`src/rtl/nzcv_gen_unit_pkg.sv`:
```
// Shared definitions for the NZCV flag producer and the condition-check unit.
// Holds the ARM data-processing opcode encodings, flag bit positions and the
// packed flag payload type.
package nzcv_gen_unit_pkg;

  localparam int unsigned DATA_W = 32;
  localparam int unsigned FLAG_W = 4;

  // Flag bit indices within the 4-bit NZCV vector
  localparam int unsigned FLAG_N = 3;
  localparam int unsigned FLAG_Z = 2;
  localparam int unsigned FLAG_C = 1;
  localparam int unsigned FLAG_V = 0;

  // ARM data-processing opcodes, instruction bits 24:21
  localparam logic [3:0] OP_AND = 4'h0;
  localparam logic [3:0] OP_EOR = 4'h1;
  localparam logic [3:0] OP_SUB = 4'h2;
  localparam logic [3:0] OP_RSB = 4'h3;
  localparam logic [3:0] OP_ADD = 4'h4;
  localparam logic [3:0] OP_ADC = 4'h5;
  localparam logic [3:0] OP_SBC = 4'h6;
  localparam logic [3:0] OP_RSC = 4'h7;
  localparam logic [3:0] OP_TST = 4'h8;
  localparam logic [3:0] OP_TEQ = 4'h9;
  localparam logic [3:0] OP_CMP = 4'hA;
  localparam logic [3:0] OP_CMN = 4'hB;
  localparam logic [3:0] OP_ORR = 4'hC;
  localparam logic [3:0] OP_MOV = 4'hD;
  localparam logic [3:0] OP_BIC = 4'hE;
  localparam logic [3:0] OP_MVN = 4'hF;

  // Flag payload; field order matches the FLAG_* indices
  typedef struct packed {
    logic n;
    logic z;
    logic c;
    logic v;
  } nzcv_t;

endpackage

```
`src/rtl/nzcv_gen_unit_if.sv`:
```
// ALU-to-flag-unit bus plus the MSR flag-write handshake and flag outputs.
// master: ALU/issue side (drives op and MSR request, observes flags).
// slave : nzcv_gen_unit.
interface nzcv_gen_unit_if #(
  parameter int unsigned WIDTH = 32
);
  logic             in_valid;
  logic [3:0]       alu_op;
  logic [WIDTH-1:0] op_a;
  logic [WIDTH-1:0] op_b;
  logic [WIDTH-1:0] alu_result;
  logic             shifter_carry;
  logic             s_bit;
  logic             cond_pass;
  logic             msr_valid;
  logic [3:0]       msr_flags;
  logic             msr_ready;
  logic [3:0]       nzcv;
  logic             nzcv_updated;
  logic             flags_pending;

  modport master (
    output in_valid, alu_op, op_a, op_b, alu_result, shifter_carry, s_bit,
           cond_pass, msr_valid, msr_flags,
    input  msr_ready, nzcv, nzcv_updated, flags_pending
  );

  modport slave (
    input  in_valid, alu_op, op_a, op_b, alu_result, shifter_carry, s_bit,
           cond_pass, msr_valid, msr_flags,
    output msr_ready, nzcv, nzcv_updated, flags_pending
  );
endinterface

```
`src/rtl/nzcv_gen_unit_calc.sv`:
```
// nzcv_calc: combinational NZCV computation for one data-processing op.
// Ports: alu_op, op_a, op_b, alu_result, shifter_carry, flags_in (current
// NZCV, supplies carry-in and the preserved V) -> flags_c (new NZCV).
module nzcv_calc
  import nzcv_gen_unit_pkg::*;
#(
  parameter int unsigned WIDTH = DATA_W
) (
  input  logic [3:0]       alu_op,
  input  logic [WIDTH-1:0] op_a,
  input  logic [WIDTH-1:0] op_b,
  input  logic [WIDTH-1:0] alu_result,
  input  logic             shifter_carry,
  input  logic [3:0]       flags_in,
  output nzcv_t            flags_c
);

  localparam int unsigned MSB = WIDTH - 1;
  localparam int unsigned SW  = WIDTH + 1;
  // 2**WIDTH: a sum at or above this carried out; a difference at or above
  // it wrapped, i.e. borrowed.
  localparam logic [SW-1:0] CARRY_LIM = {1'b1, {WIDTH{1'b0}}};

  logic             cin;
  logic [WIDTH-1:0] x;
  logic [WIDTH-1:0] y;
  logic [SW-1:0]    sum;

  assign cin = flags_in[FLAG_C];

  always_comb begin
    flags_c.n = alu_result[MSB];
    flags_c.z = (alu_result == '0);
    flags_c.c = shifter_carry;
    flags_c.v = flags_in[FLAG_V];
    x   = op_a;
    y   = op_b;
    sum = '0;
    unique case (alu_op)
      OP_ADD, OP_CMN, OP_ADC: begin
        sum = {1'b0, op_a} + {1'b0, op_b} + SW'((alu_op == OP_ADC) & cin);
        flags_c.c = (sum >= CARRY_LIM);
        flags_c.v = ~(op_a[MSB] ^ op_b[MSB]) & (op_a[MSB] ^ alu_result[MSB]);
      end
      OP_SUB, OP_CMP, OP_SBC, OP_RSB, OP_RSC: begin
        // Reverse-subtract forms just swap the minuend and subtrahend
        if (alu_op == OP_RSB || alu_op == OP_RSC) begin
          x = op_b;
          y = op_a;
        end
        sum = {1'b0, x} - {1'b0, y}
              - SW'((alu_op == OP_SBC || alu_op == OP_RSC) & ~cin);
        flags_c.c = (sum < CARRY_LIM);
        flags_c.v = (x[MSB] ^ y[MSB]) & (x[MSB] ^ alu_result[MSB]);
      end
      default: ;  // logical ops: C from shifter, V preserved
    endcase
  end

endmodule

```
`src/rtl/nzcv_gen_unit.sv`:
```
// nzcv_gen_unit: producer of the architectural NZCV flags.
// Ports: clk, rst_n (async, active low), bus (slave modport): ALU op input
// stage, MSR flag-write handshake, committed nzcv, nzcv_updated pulse and
// flags_pending.
// An op is registered in S1, its flags are computed from S1 and the current
// nzcv, and committed on the following edge. MSR writes are held off while
// an S1 commit is pending so the older op always lands first.
module nzcv_gen_unit
  import nzcv_gen_unit_pkg::*;
#(
  parameter int unsigned WIDTH = DATA_W
) (
  input logic          clk,
  input logic          rst_n,
  nzcv_gen_unit_if.slave bus
);

  // S1 payload
  logic [3:0]       s1_op;
  logic [WIDTH-1:0] s1_a;
  logic [WIDTH-1:0] s1_b;
  logic [WIDTH-1:0] s1_r;
  logic             s1_sc;
  // S1 holds a valid op that will commit (valid & S & cond_pass)
  logic             s1_commit;

  logic [3:0] nzcv_q;
  logic       updated_q;
  logic       msr_ready_q;
  logic       msr_fire;
  logic       op_in_commit;
  nzcv_t      calc_flags;

  nzcv_calc #(.WIDTH(WIDTH)) u_calc (
    .alu_op        (s1_op),
    .op_a          (s1_a),
    .op_b          (s1_b),
    .alu_result    (s1_r),
    .shifter_carry (s1_sc),
    .flags_in      (nzcv_q),
    .flags_c       (calc_flags)
  );

  assign op_in_commit = bus.in_valid & bus.s_bit & bus.cond_pass;
  assign msr_fire     = bus.msr_valid & msr_ready_q;

  // S1 datapath capture; contents are don't-care unless s1_commit is set
  always_ff @(posedge clk) begin
    if (bus.in_valid) begin
      s1_op <= bus.alu_op;
      s1_a  <= bus.op_a;
      s1_b  <= bus.op_b;
      s1_r  <= bus.alu_result;
      s1_sc <= bus.shifter_carry;
    end
  end

  // Control state and the architectural flag register
  always_ff @(posedge clk or negedge rst_n) begin
    if (!rst_n) begin
      s1_commit   <= 1'b0;
      msr_ready_q <= 1'b1;
      nzcv_q      <= '0;
      updated_q   <= 1'b0;
    end else begin
      s1_commit   <= op_in_commit;
      msr_ready_q <= ~op_in_commit;
      updated_q   <= s1_commit | msr_fire;
      if (s1_commit) begin
        nzcv_q <= calc_flags;
      end else if (msr_fire) begin
        nzcv_q <= bus.msr_flags;
      end
    end
  end

  assign bus.nzcv          = nzcv_q;
  assign bus.nzcv_updated  = updated_q;
  assign bus.flags_pending = s1_commit;
  assign bus.msr_ready     = msr_ready_q;

endmodule

```
`src/flat_wrapper.sv`:
```
// flat-port wrapper written by rule: the top's interface ports become plain ports
module nzcv_gen_unit_flat import nzcv_gen_unit_pkg::*;
#(
  parameter int unsigned WIDTH = DATA_W
)
  (clk, rst_n, bus_in_valid, bus_alu_op, bus_op_a, bus_op_b, bus_alu_result, bus_shifter_carry, bus_s_bit, bus_cond_pass, bus_msr_valid, bus_msr_flags, bus_msr_ready, bus_nzcv, bus_nzcv_updated, bus_flags_pending);
  nzcv_gen_unit_if #(.WIDTH(WIDTH)) bus_i ();
  input logic clk;
  input logic rst_n;
  input wire logic [$bits(bus_i.in_valid)-1:0] bus_in_valid;
  input wire logic [$bits(bus_i.alu_op)-1:0] bus_alu_op;
  input wire logic [$bits(bus_i.op_a)-1:0] bus_op_a;
  input wire logic [$bits(bus_i.op_b)-1:0] bus_op_b;
  input wire logic [$bits(bus_i.alu_result)-1:0] bus_alu_result;
  input wire logic [$bits(bus_i.shifter_carry)-1:0] bus_shifter_carry;
  input wire logic [$bits(bus_i.s_bit)-1:0] bus_s_bit;
  input wire logic [$bits(bus_i.cond_pass)-1:0] bus_cond_pass;
  input wire logic [$bits(bus_i.msr_valid)-1:0] bus_msr_valid;
  input wire logic [$bits(bus_i.msr_flags)-1:0] bus_msr_flags;
  output wire logic [$bits(bus_i.msr_ready)-1:0] bus_msr_ready;
  output wire logic [$bits(bus_i.nzcv)-1:0] bus_nzcv;
  output wire logic [$bits(bus_i.nzcv_updated)-1:0] bus_nzcv_updated;
  output wire logic [$bits(bus_i.flags_pending)-1:0] bus_flags_pending;
  assign bus_i.in_valid = bus_in_valid;
  assign bus_i.alu_op = bus_alu_op;
  assign bus_i.op_a = bus_op_a;
  assign bus_i.op_b = bus_op_b;
  assign bus_i.alu_result = bus_alu_result;
  assign bus_i.shifter_carry = bus_shifter_carry;
  assign bus_i.s_bit = bus_s_bit;
  assign bus_i.cond_pass = bus_cond_pass;
  assign bus_i.msr_valid = bus_msr_valid;
  assign bus_i.msr_flags = bus_msr_flags;
  assign bus_msr_ready = bus_i.msr_ready;
  assign bus_nzcv = bus_i.nzcv;
  assign bus_nzcv_updated = bus_i.nzcv_updated;
  assign bus_flags_pending = bus_i.flags_pending;
  nzcv_gen_unit #(.WIDTH(WIDTH)) u_core (.clk(clk), .rst_n(rst_n), .bus(bus_i));
endmodule
```
`config.mk`:
```
export PLATFORM = sky130hd
export DESIGN_NAME = nzcv_gen_unit_flat
export DESIGN_NICKNAME = d
export VERILOG_FILES = /design/src/rtl/nzcv_gen_unit_pkg.sv /design/src/rtl/nzcv_gen_unit_if.sv /design/src/rtl/nzcv_gen_unit_calc.sv /design/src/rtl/nzcv_gen_unit.sv /design/src/flat_wrapper.sv
export SDC_FILE = /design/constraint.sdc
export NUM_CORES = 1
export LEC_CHECK = 0
export ABC_AREA = 1
export CORE_UTILIZATION = 23
export CTS_CLUSTER_DIAMETER = 200
export DETAILED_ROUTE_END_ITERATION = 16
export HOLD_SLACK_MARGIN = 0.08
export PLACE_DENSITY_LB_ADDON = 0.05
export SLEW_MARGIN = 10
export SYNTH_ARGS = -nofsm -noshare
export SYNTH_HDL_FRONTEND = slang
export SYNTH_SLANG_ARGS = --single-unit
export TNS_END_PERCENT = 50
```
`constraint.sdc`:
```
create_clock -name clk -period 6.65 [get_ports clk]
set_input_delay 1.33 -clock clk [delete_from_list [all_inputs] [get_ports clk]]
set_output_delay 1.33 -clock clk [all_outputs]
set_load 0.02 [all_outputs]
```
== After elaboration in Yosys (flattened, before gate mapping) ==
Index checks and enable logic that the tools add are counted.
Operators by class
  add/subtract/negate cells: 4
  multiply operators: 0
  div/mod/pow operators: 0
  $lt $le $gt $ge: 2
  eq/ne operators: 9
  shifts and indexed selects: 0
  muxes and demuxes: 7
  bitwise logic cells: 15
  reduce and logical (&&, ||, !) cells: 7
Operators by type and width (number)
  $mux 32: 4
  $add 32x32->33: 1
  $add 33x1->33: 1
  $and 1x33->33: 1
  $ge 33x33->1 const B: 1
  $lt 33x33->1 const B: 1
  $not 1->33: 1
  $sub 32x32->33: 1
  $sub 33x33->33: 1
  $logic_not 32->1: 1
  $eq 4x3->1 const B: 4
  $eq 4x2->1 const B: 2
  $eq 4x4->1 const B: 2
  $mux 4: 2
  $and 1x1->1: 6
  $reduce_or 5->1: 1
  $pmux 2 s2: 1
  $xor 1x1->1: 4
  $ne 3x3->1 const B: 1
  $reduce_or 3->1: 1
  $logic_or 1x1->1: 2
  $not 1->1: 2
  $reduce_and 2->1: 1
  $reduce_bool 2->1: 1
  $or 1x1->1: 1
Word-level totals
  register bits after elaboration: 108
  bits in latches: 0
  memory bits (writable): 0
  bits in read-only memories: 0
  bits of input ports: 111
  output and inout port bits: 7
  word-level logic and storage cells: 54
  memories kept: 0

== Depth between registers and ports, before layout ==
Gate-level depths: netlist of run 1.
  depth in word-level cells: 9
  gate-level depth with buffers: 22
  mapped depth without buffers: 22

== By module ==
Synthesis of run 1 repeated with hierarchy kept, for this count alone.
Unflattened totals
  cell total of the unflattened synthesis: 531
  area, all modules: 5572.8 µm²
By module, submodules not included
  nzcv_gen_unit: instances 1, cells an instance 137, area each 3331.9 µm², sequential area each 3209.3 µm²
  nzcv_calc: instances 1, cells an instance 394, area each 2240.9 µm², sequential area each 0.0 µm²

== Worst setup path before layout of run 1 ==
OpenSTA, ideal clock, no wires.
  path kind: register to register
  from: register u_core.s1_op[3]
  to: register u_core.nzcv_q[1], in the netlist u_core.bus.nzcv[1]
  setup time: 116 ps
  arrival time: 2175 ps
  required time: 6534 ps
  slack: 4359 ps
  cell stages (with the launch flop): 22
  buffers on the path: 0
  period minus slack after synthesis: 2291 ps
  cell sequence: edfxtp_1 > inv_2 > nand3_2 > mux2i_1 > ha_1 > o21ai_0 > o21bai_1 > ha_1 > nand3_1 > nand2_1 > nand2_1 > nand2_1 > nand2_1 > nand2_1 > nand2_1 > nand2_1 > nand2_1 > nand3_1 > nand3_1 > nand2_1 > nand2_1 > nand2_1
On the way
  cells in the longest elaborated chain, start to end: 9
  elaborated cells on any way between the ends: 25
  classes of those cells: 3 x add/sub; 2 x order compare; 8 x eq/ne; 6 x mux; 2 x bitwise; 4 x reduce/logical
RTL lines
  start, declared: RTL line nzcv_gen_unit.sv:19  | logic [3:0] s1_op;
  start signal, assigned: RTL line nzcv_gen_unit.sv:50  | s1_op <= bus.alu_op;
  $eq 4x2->1 / $eq 4x3->1 (equally long branches): RTL line nzcv_gen_unit_calc.sv:39, nzcv_gen_unit_calc.sv:47, nzcv_gen_unit_calc.sv:52
  $logic_or 1x1->1: RTL line nzcv_gen_unit_calc.sv:47  | if (alu_op == OP_RSB || alu_op == OP_RSC) begin
  $mux 32: RTL line nzcv_gen_unit_calc.sv:47
  $mux 32: RTL line nzcv_gen_unit_calc.sv:39  | unique case (alu_op)
  $sub 32x32->33: RTL line nzcv_gen_unit_calc.sv:51  | sum = {1'b0, x} - {1'b0, y}
  $sub 33x33->33: RTL line nzcv_gen_unit_calc.sv:52  | - SW'((alu_op == OP_SBC || alu_op == OP_RSC) & ~cin);
  $lt 33x33->1: RTL line nzcv_gen_unit_calc.sv:53  | flags_c.c = (sum < CARRY_LIM);
  $pmux 2 s2 (*): RTL line nzcv_gen_unit_calc.sv:39
  $mux 4 (*): RTL line nzcv_gen_unit.sv:69  | if (s1_commit) begin
  end signal, assigned: RTL line nzcv_gen_unit.sv:70  | nzcv_q <= calc_flags;
  end signal, assigned: RTL line nzcv_gen_unit.sv:72  | nzcv_q <= bus.msr_flags;
  end, declared: RTL line nzcv_gen_unit.sv:27  | logic [3:0] nzcv_q;
Mark *: on every way between the ends. The rest lies on a longest branch, timed or not. The select of a mux whose other input is x is not followed.
A chain may end at the register's enable or synchronous reset.

== Final worst setup path of run 1 ==
Same ends and word-level chain as after synthesis.

==> summary.md, run 1 <==
| Metric | Value |
|---|---|
| CP max FO | 35 |
| Routability cong. | 0.753 |
| Worst r2r src | u_core.s1_op[3] |
| Largest family of logic cells by synthesized area | simple AND/OR/NAND/NOR gates |
| Kind of critical path | flop to flop |
| Max-slew violation count | 0 |
| CTS clock-pin slew for the worst setup and hold paths | 0.09 ns |
| Routed via count | 3910 |
| DR WL/cell | 13.1 µm |
| Initial Utilization | 0.235 |
| Clk pwr share | 0.322 |
| Gr ovfl total | 0 |
| Crit path capture type | flop |
| Unrepaired setup endpoints after global routing | no |
| Max Cap Viol | 0 |
| Post-synthesis compound-gate area fraction | 0.0841 |
| Adder-cell share of the synthesized area | 0.142 |
| Hold WC Path Type | flop to flop |
| CTS max path bufs | 2 |
| Tmin final | 3.15 ns |
| Hold slack | 0.502 ns |
| Clock latency on the worst-skew pair | 0.36 ns |
| Fin. Hold Viols | 0 |
| Worst path slowest cell | nand3_2 |
| Layout cells sized above 1 | 0.0355 |
| Worst setup SP type | flop |
| CP most frequent cell | nand2_1 |
| Synth top area cells | edfxtp_1, ha_1, nand2_1, o21ai_0, inv_1 |
| Io pins | 118 |
| Slowest stage delay, CP | 0.56 ns |
| Root Buffer | clkbuf_16 |
| Setup ws final | 3.50 ns |
| Worst-Margin Slew | 0.871 ns |
| EDFF count, synth | 101 |
| CTS Hold Bufs | 0 |
| P_int | 1.24 mW |
| Most frequent cells in the layout | nand2_1, clkdlybuf4s50_1, edfxtp_1 |
| Crit path DAT | 3.40 ns |
| Worst path cell trace | inv_2, nand3_2, mux2i_1, ha_1, o21ai_0, o21bai_1, ha_1, nand3_1, nand2_1, nand2_1, nand2_1, nand2_1, nand2_1, nand2_1, nand2_1, nand2_1, nand3_1, nand3_1, nand2_1, nand2_1, nand2_1 |
| DR iter-0 viols | 165 |
| Lkg Pwr | 2.97 nW |
| Core area | 23500 µm² |
| Port Buffer Count | 117 |
| Residual DRC count | 0 |
| Die width | 157 µm |
| Met1 layer usage reported by global route | 0.138 |
| Pwr dens | 234 nW/µm² |
| Top cell type's share of synthesized area | 0.548 |
| Power Total | 1.73 mW |
| Sequential area share after synthesis | 0.580 |
| Switch share | 0.284 |
| CP required | 6.90 ns |
| Synthesized area | 5540 µm² |
| Flop pwr share | 0.483 |
| Vias in the first global route | 3971 |
| Crit-path leading delay family | simple AND/OR/NAND/NOR gates |
| Ys Warns | 0 |
| Initial antenna violation count | 2 |
| Cell taking the most area after synthesis | edfxtp_1 |
| Net switching power | 0.492 mW |
| Synth-to-layout area growth | 33.7% |
| Via-per-instance ratio | 4.04 |
| CTS resizes | 0 |
| Largest net degree at the start of global routing | 53 |
| Synth Area in XOR/XNOR | 0.00158 |
| # clock sinks | 108 |
| Setup Viol. Count Final | 0 |
| Final WL | 12.7 mm |
| Comb pwr share | 0.194 |
| Post-Synth Simple-Gate Area | 0.152 |
| Num CTS Buffers | 9 |
| Row cnt | 56 |
| Min-delay src | u_core.bus.nzcv[2] |
| Dpl ws | 3.41 ns |
| Routing usage on met3 | 0.0424 |
| Gr busiest metal | met2 |
| Final net count | 817 |
| Post-synthesis net count | 694 |
| Slew Limit Headroom | 0.418 |
| Cells after synthesis | 520 |
| Max Freq | 0.318 GHz |
| Worst Setup SP | u_core.s1_op[3] |
| Final period utilization | 0.473 |
| Status | finished clean |
| DIE AREA | 24700 µm² |
| Setup TNS | 0 ns |
| Clock skew | 0.00858 ns |
| Die Y-Extent | 157 µm |
| ANT nets after route | 0 |
| Seq cells post-synth | 108 |
| M2 GR Usage | 0.171 |
| Global-route wire length before repair | 20.2 mm |
| Max rail drop VDD | 0.139 mV |
| Post-synth ARST share | 0.0648 |
| CTS H-Tree Depth | 3 |
| Postcts setup bufs | 0 |
| Post-synthesis average cell area | 10.6 µm² |
| WP buf/inv | 1 |
| Commonest non-fill, non-tap cell in the layout | nand2_1 |
| Tot GR Track Use | 0.109 |
| CTS tree | built |
| Synth Flop Type | edfxtp_1 |
| Unique masters post-synth | 30 |
| Multiplexer area fraction after synthesis | 0.00362 |
| DP HPWL | 9.37 mm |
| Pre-antenna DRT Iters | 4 |
## cell families (layout without fill, tap and decap cells)
logic type	after synthesis	count (layout)
adders and majority gates	63	63
buffers and inverters	54	182
other	0	1
muxes	2	2
AOI/OAI and AO/OA	87	87
DFF	108	108
xor gates and xnor gates	1	1
and+or+nand+nor	205	205
## stage by stage
step / instances / area (µm²) / util
6_report: 968 / 7400 / 0.315
5_1_grt: 967 / 7400 / 0.314
4_1_cts: 967 / 7400 / 0.314
3_5_place_dp: 951 / 7090 / 0.301
3_3_place_gp: 951 / 7090 / 0.301
2_1_floorplan: 520 / 5540 / -
## routing by layer
layer | vias to the layer above | wire length (µm)
met5 | - | 0
met1 | 1742 | 6090
met3 | 8 | 912
li1 | 2078 | -
met4 | 0 | 158
met2 | 82 | 5510
## flip-flops by register name, indices dropped and copies added, names as in the netlist
name                      cells
u_core.s1_a                  32
u_core.s1_b                  32
u_core.s1_r                  32
u_core.bus.nzcv               4
u_core.s1_op                  4
u_core.bus.flags_pending      1
u_core.bus.msr_ready          1
u_core.bus.nzcv_updated       1
u_core.s1_sc                  1
## power groups by stage
stage | registers (mW) | logic [mW] | clock network, mW
after floorplan | 0.848 | 0.192 | 0
after global placement | 0.853 | 0.342 | 0
after detailed placement | 0.852 | 0.342 | 0
after CTS | 0.838 | 0.345 | 0.588
after global routing | 0.845 | 0.393 | 0.610
final | 0.837 | 0.337 | 0.559
## path summary, 6_finish.rpt
| path | end | slack, ns | depth (start not counted) |
|---|---|---|---|
| worst max-delay path | u_core.bus.nzcv[1] | 3.50 | 21 |
| worst min-delay path | u_core.bus.nzcv[2] | 0.50 | 2 |
| worst max register to register | u_core.bus.nzcv[1] | 3.50 | 21 |
| worst min register to register | u_core.bus.nzcv[2] | 0.50 | 2 |
| max in group asynchronous | u_core.bus.msr_ready | 5.12 | 1 |
| min in group asynchronous | u_core.bus.flags_pending | 1.23 | 1 |
## synthesized netlist by cell type (4+ instances only)
cell type	instances
nor3_1	6
clkbuf_1	4
dfrtp_1	6
nand4_1	7
nand2_1	157
o21ai_0	41
nor2_1	17
inv_1	47
ha_1	63
nand3_1	5
a21oi_1	33
edfxtp_1	101
nor4_1	9
## worst min-delay path: stages (launching register included)
cell and delay (ns):
dfrtp_1 0.35, nand2_1 0.05, o21ai_0 0.06
## layout make-up
type,count,area (µm²)
Fill cell,2455,16100
Sequential cell,108,3210
Multi-Input combinational cell,358,2120
Timing Repair Buffer,118,1180
Tap cell,319,399
Clock buffer,9,225
Inverter,48,180
Clock inverter,7,87.6
Antenna cell,1,2.50
Note: power is estimated with default switching activity, not from simulation.
==> run 2: changes to the inputs <==
- clock period: 6.65 -> 2.8 ns (I/O delays scaled with it)
==> run 2 against run 1 <==
Effect of this change:
- sequential power rose by 140%
- clock power is 140% higher
- design area increased by 1.2%
- worst setup slack worse by 3.1 ns
- via count rose by 0.51%
- sequential share of layout area shrank 0.50 points
- maximum frequency is 29% higher
==> summary.md, run 2 (synthesis results as in run 1) <==
| Metric | Value |
|---|---|
| Status | finished clean (unchanged) |
| Kind of critical path | flop to flop (unchanged) |
| Storage element area | 3210 µm² (unchanged) |
| CP most frequent cell | nand2_1 (unchanged) |
| Global-route wire length before repair | 20.4 mm (was 20.2 mm) |
| Worst path slowest cell | edfxtp_1 (was nand3_2) |
| Clk pwr share | 0.321 (was 0.322) |
| Die width | 157 µm (unchanged) |
| Filler cells | 2429 (was 2455) |
| Worst setup SP type | flop (unchanged) |
| Reg2reg setup slack | 0.37 ns (was 3.50 ns) |
| Switch share | 0.284 (about the same) |
| Final instance area | 7490 µm² (was 7400 µm²) |
| Clock latency on the worst-skew pair | 0.36 ns (about the same) |
| Worst-Margin Slew | 0.444 ns (was 0.871 ns) |
| Layout cells sized above 1 | 0.0488 (was 0.0355) |
| Most frequent cells in the layout | nand2_1, clkdlybuf4s50_1, edfxtp_1 (unchanged) |
| Final WL | 12.8 mm (was 12.7 mm) |
| CTS clock-pin slew for the worst setup and hold paths | 0.09 ns (about the same) |
| Initial antenna violation count | 2 (unchanged) |
| Comb pwr share | 0.197 (was 0.194) |
| CTS H-Tree Depth | 3 (unchanged) |
| Routability cong. | 0.729 (was 0.753) |
| Placement Cell Area | 7150 µm² (was 7090 µm²) |
| Flop pwr share | 0.482 (was 0.483) |
| Final net count | 825 (was 817) |
| CTS Hold Bufs | 0 (unchanged) |
| Multi-input gate area | 2130 µm² (was 2120 µm²) |
| WP buf/inv | 1 (unchanged) |
| Crit path DAT | 2.69 ns (was 3.40 ns) |
| Crit path capture type | flop (unchanged) |
| Via-per-instance ratio | 4.02 (was 4.04) |
| Max Cap Viol | 0 (unchanged) |
| Max rail drop VDD | 0.272 mV (was 0.139 mV) |
| Setup TNS | 0 ns (unchanged) |
| Row cnt | 56 (unchanged) |
| DIE AREA | 24700 µm² (unchanged) |
| Max Freq | 0.411 GHz (was 0.318 GHz) |
| Fin util | 0.318 (was 0.315) |
| Tot GR Track Use | 0.111 (was 0.109) |
| CP max FO | 4 (was 35) |
| DP HPWL | 9.79 mm (was 9.37 mm) |
| Pre-antenna DRT Iters | 6 (was 4) |
| Clock skew | 0.0104 ns (was 0.00858 ns) |
| Vias in the first global route | 4117 (was 3971) |
| # clock sinks | 108 (unchanged) |
| RR Endpoint | u_core.bus.nzcv[1] (unchanged) |
| CTS max path bufs | 2 (unchanged) |
| Hold WC Path Type | input pin to asynchronous set/reset pin (was flop to flop) |
| Die Y-Extent | 157 µm (unchanged) |
| Root Buffer | clkbuf_16 (unchanged) |
| Setup Viol. Count Final | 0 (unchanged) |
| Largest net degree at the start of global routing | 51 (was 53) |
| Unrepaired setup endpoints after global routing | no (unchanged) |
| CTS tree | built (unchanged) |
| Max-slew violation count | 0 (unchanged) |
| Pwr dens | 551 nW/µm² (was 234 nW/µm²) |
| Largest regs | u_core.s1_a (32), u_core.s1_b (32), u_core.s1_r (32) (unchanged) |
| Synth-to-layout area growth | 35.3% (was 33.7%) |
| Net switching power | 1.17 mW (was 0.492 mW) |
| Port Buffer Count | 117 (unchanged) |
| Power Total | 4.13 mW (was 1.73 mW) |
| Routed via count | 3930 (was 3910) |
| Slew Limit Headroom | 0.704 (was 0.418) |
| Commonest non-fill, non-tap cell in the layout | nand2_1 (unchanged) |
| Lkg Pwr | 3.02 nW (was 2.97 nW) |
| Final period utilization | 0.869 (was 0.473) |
| DR WL/cell | 13.1 µm (about the same) |
| Residual DRC count | 0 (unchanged) |
| Core area | 23500 µm² (unchanged) |
| Cells on worst reg2reg path | 21 (unchanged) |
| Gr ovfl total | 0 (unchanged) |
| Setup ws final | 0.367 ns (was 3.50 ns) |
| Worst r2r src | u_core.s1_op[3] (unchanged) |
| DR iter-0 viols | 119 (was 165) |
| P_int | 2.96 mW (was 1.24 mW) |
| Worst path cell trace | inv_2, nand3_2, mux2i_1, ha_1, o21ai_0, o21bai_1, ha_1, nand3_1, nand2_1, nand2_1, nand2_1, nand2_1, nand2_1, nand2_1, nand2_1, nand2_1, nand3_1, nand3_1, nand2_1, nand2_1, nand2_1 (unchanged) |
| Dpl ws | 0.205 ns (was 3.41 ns) |
| Io pins | 118 (unchanged) |
| Tmin final | 2.43 ns (was 3.15 ns) |
| Fin. Hold Viols | 0 (unchanged) |
| Initial Utilization | 0.235 (unchanged) |
| Slowest stage delay, CP | 0.42 ns (was 0.56 ns) |
| Num CTS Buffers | 9 (unchanged) |
| ANT nets after route | 0 (unchanged) |
| CP required | 3.06 ns (was 6.90 ns) |
| Crit-path leading delay family | simple AND/OR/NAND/NOR gates (unchanged) |
-- run 2: worst max path at each step --
stage	start	cells past startpoint	slack (ns)	to
floorplan	u_core.s1_op[3]	21	0.51	u_core.bus.nzcv[1]
global placement	u_core.s1_op[3]	16	0.22	u_core.bus.nzcv[1]
detailed placement	u_core.s1_op[3]	16	0.20	u_core.bus.nzcv[1]
CTS	u_core.s1_op[3]	16	0.19	u_core.bus.nzcv[1]
global route	u_core.s1_op[3]	22	0.04	u_core.bus.nzcv[1]
finish	u_core.s1_op[3]	21	0.37	u_core.bus.nzcv[1]
-- run 2: stage by stage --
stage | hold slack (ns) | instances
2_1_floorplan | 0.264 | 520
3_3_place_gp | 0.472 | 958
3_5_place_dp | 0.476 | 958
4_1_cts | 0.462 | 974
5_1_grt | 0.460 | 975
6_report | 0.463 | 977
-- run 2: metal layers --
metal | routed length (µm) | part of all wire | global-route usage
met5 | 0 | 0 | 0
met4 | 162 | 0.013 | 0.0347
met3 | 995 | 0.077 | 0.0430
met2 | 5600 | 0.44 | 0.175
met1 | 6080 | 0.47 | 0.139
-- run 2: cell type report --
cell class,instances,share of cell area
Antenna cell,2,0.000668
Clock buffer,9,0.0301
Clock inverter,7,0.0125
Inverter,48,0.0241
Multi-Input combinational cell,358,0.284
Sequential cell,108,0.428
Tap cell,319,0.0533
Timing Repair Buffer,126,0.167
-- run 2: what timing repair did --
| action | in CTS | in global routing |
|---|---|---|
| endpoints found under the setup margin | 0 | 1 |
| setup buffers | 0 | 1 |
| gates resized for setup | 0 | 1 |
-- run 2: worst register-to-register path, cell delays in order, from the launching register on --
cell	delay, ns
edfxtp_1	0.42
inv_2	0.10
nand3_2	0.11
mux2i_1	0.15
ha_1	0.28
o21ai_0	0.07
o21bai_1	0.13
ha_1	0.24
nand3_1	0.08
nand2_1	0.05
nand2_1	0.05
nand2_1	0.05
nand2_1	0.05
nand2_1	0.04
nand2_1	0.06
nand2_1	0.05
nand2_1	0.08
nand3_1	0.07
nand3_1	0.10
nand2_1	0.06
nand2_1	0.05
nand2_1	0.05
-- run 2: power groups by stage --
| stage | clock [mW] | combinational [mW] | sequential, mW |
|---|---|---|---|
| floorplan | 0 | 0.456 | 2.01 |
| global placement | 0 | 0.824 | 2.03 |
| detailed placement | 0 | 0.823 | 2.02 |
| CTS | 1.39 | 0.829 | 1.99 |
| global route | 1.45 | 0.951 | 2.01 |
| finish | 1.33 | 0.813 | 1.99 |
